<file path="src/rtl/demux8_1_n_reg.sv">
// Registered 1-to-8 demultiplexer: steers an n-bit word into one of eight holding
// registers and tracks per-slot valid flags, an occupancy count and a full flag.
module demux8_1_n_reg #(
    parameter int n = 4
) (
    input  logic         clk,
    input  logic         reset,
    input  logic         we,
    input  logic         clear,
    input  logic [2:0]   select,
    input  logic [n-1:0] data,
    output logic [n-1:0] s_000,
    output logic [n-1:0] s_001,
    output logic [n-1:0] s_010,
    output logic [n-1:0] s_011,
    output logic [n-1:0] s_100,
    output logic [n-1:0] s_101,
    output logic [n-1:0] s_110,
    output logic [n-1:0] s_111,
    output logic [7:0]   valid,
    output logic [3:0]   count,
    output logic         full
);

    logic [n-1:0] r_slot [8];
    logic [7:0]   r_valid;
    logic [3:0]   r_count;
    logic         r_full;

    logic [7:0]   w_hit;
    logic [7:0]   w_valid_next;
    logic [3:0]   w_count_next;

    // One-hot write strobe per slot; a plain compare keeps X off the unselected slots.
    generate
        for (genvar gi = 0; gi < 8; gi++) begin : g_decode
            assign w_hit[gi] = we && (select == 3'(gi));
        end
    endgenerate

    // A write in the same cycle as clear survives: clear first, then set the written bit.
    always_comb begin
        w_valid_next = clear ? 8'h00 : r_valid;
        w_valid_next = w_valid_next | w_hit;
    end

    always_comb begin
        w_count_next = 4'd0;
        for (int k = 0; k < 8; k++) begin
            w_count_next = w_count_next + {3'd0, w_valid_next[k]};
        end
    end

    always_ff @(posedge clk) begin
        if (reset) begin
            for (int k = 0; k < 8; k++) begin
                r_slot[k] <= '0;
            end
            r_valid <= 8'h00;
            r_count <= 4'd0;
            r_full  <= 1'b0;
        end else begin
            for (int k = 0; k < 8; k++) begin
                if (w_hit[k]) begin
                    r_slot[k] <= data;
                end
            end
            r_valid <= w_valid_next;
            r_count <= w_count_next;
            r_full  <= (w_count_next == 4'd8);
        end
    end

    assign s_000 = r_slot[0];
    assign s_001 = r_slot[1];
    assign s_010 = r_slot[2];
    assign s_011 = r_slot[3];
    assign s_100 = r_slot[4];
    assign s_101 = r_slot[5];
    assign s_110 = r_slot[6];
    assign s_111 = r_slot[7];
    assign valid = r_valid;
    assign count = r_count;
    assign full  = r_full;

endmodule

</file>
<file path="config.mk">
export PLATFORM = sky130hd
export DESIGN_NAME = demux8_1_n_reg
export DESIGN_NICKNAME = d
export VERILOG_FILES = /design/src/rtl/demux8_1_n_reg.sv
export SDC_FILE = /design/constraint.sdc
export NUM_CORES = 1
export LEC_CHECK = 0
export CAP_MARGIN = 10
export CELL_PAD_IN_SITES_DETAIL_PLACEMENT = 2
export CELL_PAD_IN_SITES_GLOBAL_PLACEMENT = 2
export CORE_ASPECT_RATIO = 0.75
export CORE_MARGIN = 4
export CORE_UTILIZATION = 30
export CTS_CLUSTER_SIZE = 8
export DETAILED_ROUTE_END_ITERATION = 12
export HOLD_SLACK_MARGIN = 0.02
export PLACE_DENSITY = 0.86
export SETUP_SLACK_MARGIN = 0.15
export SLEW_MARGIN = 0
export SYNTH_ARGS = -nofsm -noshare
export SYNTH_HDL_FRONTEND = slang
export SYNTH_SLANG_ARGS = --single-unit
</file>
<file path="constraint.sdc">
create_clock -name clk -period 5.47 [get_ports clk]
set_input_delay 1.094 -clock clk [delete_from_list [all_inputs] [get_ports clk]]
set_output_delay 1.094 -clock clk [all_outputs]
set_load 0.05 [all_outputs]
</file>
==> key figures <==
Power
  – Cell internal pwr: 0.530 mW
  – Combinational power share: 21.6%
  – NetSw: 0.245 mW
  – Clk pwr share: 27.7%
  – Switch share: 31.6%
  – PwrDens: 303 nW/um2
  – Flop pwr share: 50.7%
  – VDD IR-drop max: 0.0000885 V
  – Leakage Power: 0.943 nW

Clock network
  – CTS HTree Levels: 2
  – Clock-pin slew on the worst setup and hold paths: 0.09 ns
  – CTS sink cnt: 45
  – CTS tree: built
  – Post-CTS Resized: 0
  – Clk root buf: clkbuf_8
  – Clock buffer depth: 2
  – Clock buffer count from CTS: 5
  – Clock Latency Late Sink: 0.31 ns
  – Hold-fix buffers, CTS: 0
  – Setup repair bufs after CTS: 0

Timing
  – Final Setup Violations: 0
  – Max Fclk: 214 MHz
  – Setup TNS: 0 ns
  – Final Hold Vio Count: 0
  – Final clock period utilization by the worst path: 85.3%
  – Hold Slack: 0.526 ns
  – Worst Tran Pin Value: 0.863 ns
  – Final min period: 4.67 ns
  – Unrepaired setup endpoints after global routing: no
  – Fin. max-slew vios: 0
  – Setup ws final: 0.802 ns
  – Clk_skew: 0.00727 ns
  – Slew margin rel.: 42.3%

Critical path
  – Crit-path cells: clkdlybuf4s50_1 -> or4b_1 -> nand2_1 -> fa_1 -> fa_1 -> fa_1 -> ha_1 -> inv_1 -> fa_1 -> xnor2_1 -> nor2b_1
  – Crit Reg-Reg Endpoint: count[2]
  – Worst endpoint required time: 5.70 ns
  – CP delay by family, top: adder cells
  – FF-to-FF setup slack: 2.13 ns
  – Crit-path max FO: 8
  – Critical path launch point: select[0]
  – Buf/Inv on CP: 2
  – Slowest stage delay, CP: 0.60 ns
  – CP startpoint kind: primary input
  – CP Capture Type: flip-flop
  – Worst reg2reg path depth: 10
  – WP depth: 11
  – Reg-to-reg startpoint: valid[0]
  – Crit path to: count[2]
  – Most Frequent Cell on Critical Path: fa_1
  – Critical-path top delay cell: or4b_1
  – WP data arrival: 4.90 ns
  – Type of the worst setup path: primary input to flip-flop

Drt
  – # DRC: 0
  – Total number of vias: 1286
  – DR iter-0 viols: 69
  – Final ANT Viol Nets: 0
  – Wire per inst: 18.7 um
  – Vias per cell: 4.61
  – First-pass DRT Iterations: 4
  – Routed wire length: 5210 um

Floorplan
  – Ports: 56
  – Vert. Die Dim: 75.4 um
  – Die ar.: 7390 um2
  – Core Area: 5860 um2
  – Initial cell density of the core: 31.1%
  – Width of the die: 97.9 um
  – Num rows: 24

Logic synthesis
  – Avg Synthesized Cell Area: 13.1 um2
  – Synth warnings: 0
  – Post-synth top area share: 52.8%
  – Seq cells post-synth: 45
  – Largest cells by area after synthesis: edfxtp_1 53%, dfxtp_1 14%, nand2b_1 7.6%
  – Post-synthesis cell count: 139
  – Sequential area share after synthesis: 67.1%
  – Yosys top cell by area: edfxtp_1
  – Syn nets: 157
  – Mapped Area: 1820 um2
  – Synth unique cells: 21

GRT
  – Vias in the first global route: 1423
  – First-pass GRT wire length: 8020 um
  – Total Routing Usage GR: 14.9%
  – Antenna violations before repair: 0
  – Grt ovf: 0
  – Pin count of the biggest net entering global routing: 25

Run
  – Max_cap viols: 0

Final layout
  – Register Area: 1220 um2
  – Diode count: 0
  – Filler cells: 589
  – Layout cells sized above 1: 7.46%
  – Multi-input gate area: 553 um2
  – Nets: 218
  – Layout area overhead: 40.4%
  – Core Util, Final: 43.6%

Hold path
  – Hold/Removal Path Class: flip-flop to flip-flop

Placed design
  – Port bufs: 55
  – Pre-CTS setup slack: 0.518 ns
  – Gp weighted congestion: 0.761
  – Final HPWL DP: 3960 um

Run status
  – Status: finished clean
cells in the final DEF, fill, tap and decap left out, types with 4 or more instances in the layout:
cell type        instances
clkdlybuf4s50_1         55
edfxtp_1                32
nand2b_1                22
nor2_1                  22
dfxtp_1                 13
nand2_1                  8
a21oi_1                  8
inv_1                    7
clkbuf_8                 5
nor2_2                   4
fa_1                     4
Yosys cell counts:
| cell | instances |
|---|---|
| clkbuf_1 | 1 |
| nand4_1 | 1 |
| xnor2_1 | 1 |
| inv_1 | 7 |
| nand4bb_1 | 3 |
| a21oi_1 | 8 |
| a21oi_4 | 1 |
| nand2_1 | 8 |
| buf_6 | 1 |
| dfxtp_1 | 13 |
| nor4_1 | 1 |
| nor2b_1 | 2 |
| nand4b_1 | 3 |
| or4b_1 | 1 |
| edfxtp_1 | 32 |
| nor2_1 | 22 |
| ha_1 | 3 |
| nand2b_1 | 22 |
| fa_1 | 4 |
| nor2_2 | 4 |
| buf_1 | 1 |
power groups by stage:
stage                     combinational, mW  clock, mW  sequential (mW)
final                                 0.168      0.214            0.393
after detailed placement              0.168          0            0.402
after global routing                  0.175      0.239            0.395
after CTS                             0.170      0.222            0.394
after global placement                0.163          0            0.400
after floorplan                      0.0297          0            0.474
per-layer routing:
layer / GRT usage (%) / part of all wire, % / vias to the layer above
li1: - / - / 597
met1: 16.8 / 40 / 631
met2: 27.8 / 52 / 51
met3: 4.12 / 6.4 / 7
met4: 4.92 / 1.7 / 0
met5: 0 / 0 / -
how the worst min path moves through the flow:
stage                        start  endpoint  slack, ns  cells past startpoint
final                     valid[3]  valid[3]       0.53                      2
after global routing      valid[1]  valid[1]       0.56                      2
after CTS                 valid[3]  valid[3]       0.53                      2
after detailed placement  valid[3]  valid[3]       0.51                      2
after global placement    valid[1]  valid[1]       0.50                      2
after floorplan           valid[1]  valid[1]       0.72                      2
sequential cells by signal, indices dropped and copies added (netlist names):
register  flops
full          1
count         4
valid         8
r_slot       32
final cells by class:
class | count | area share [%]
clock inverter | 3 | 0.833
tap | 78 | 3.82
inverter | 7 | 1.03
timing repair buffer | 57 | 22.1
clock buffer | 5 | 2.69
multi-input combinational | 84 | 21.7
sequential | 45 | 47.8
through the flow:
| step | cell area (um2) | total power, mW | instances |
|---|---|---|---|
| 6_report | 2550 | 0.775 | 279 |
| 5_1_grt | 2550 | 0.809 | 279 |
| 4_1_cts | 2550 | 0.786 | 279 |
| 3_5_place_dp | 2460 | 0.569 | 271 |
| 3_3_place_gp | 2460 | 0.563 | 271 |
| 2_1_floorplan | 1820 | 0.504 | 139 |
worst register-to-register path: stages (launching register included):
cell and delay (ns):
dfxtp_1 0.34, nand2b_1 0.16, nand2_1 0.11, fa_1 0.57, fa_1 0.46, fa_1 0.55
ha_1 0.20, inv_1 0.09, fa_1 0.38, xnor2_1 0.23, nor2b_1 0.18
cell families (layout without fill, tap and decap cells):
logic type	Yosys count	count (layout)	synth area share (%)
xor+xnor	1	1	0.482
fa+ha+maj	7	7	6.47
flops	45	45	67.1
buf+inv	10	72	2.48
compound gates	9	9	3.10
simple gates	67	67	20.4
(Power assumes the default switching activity.)
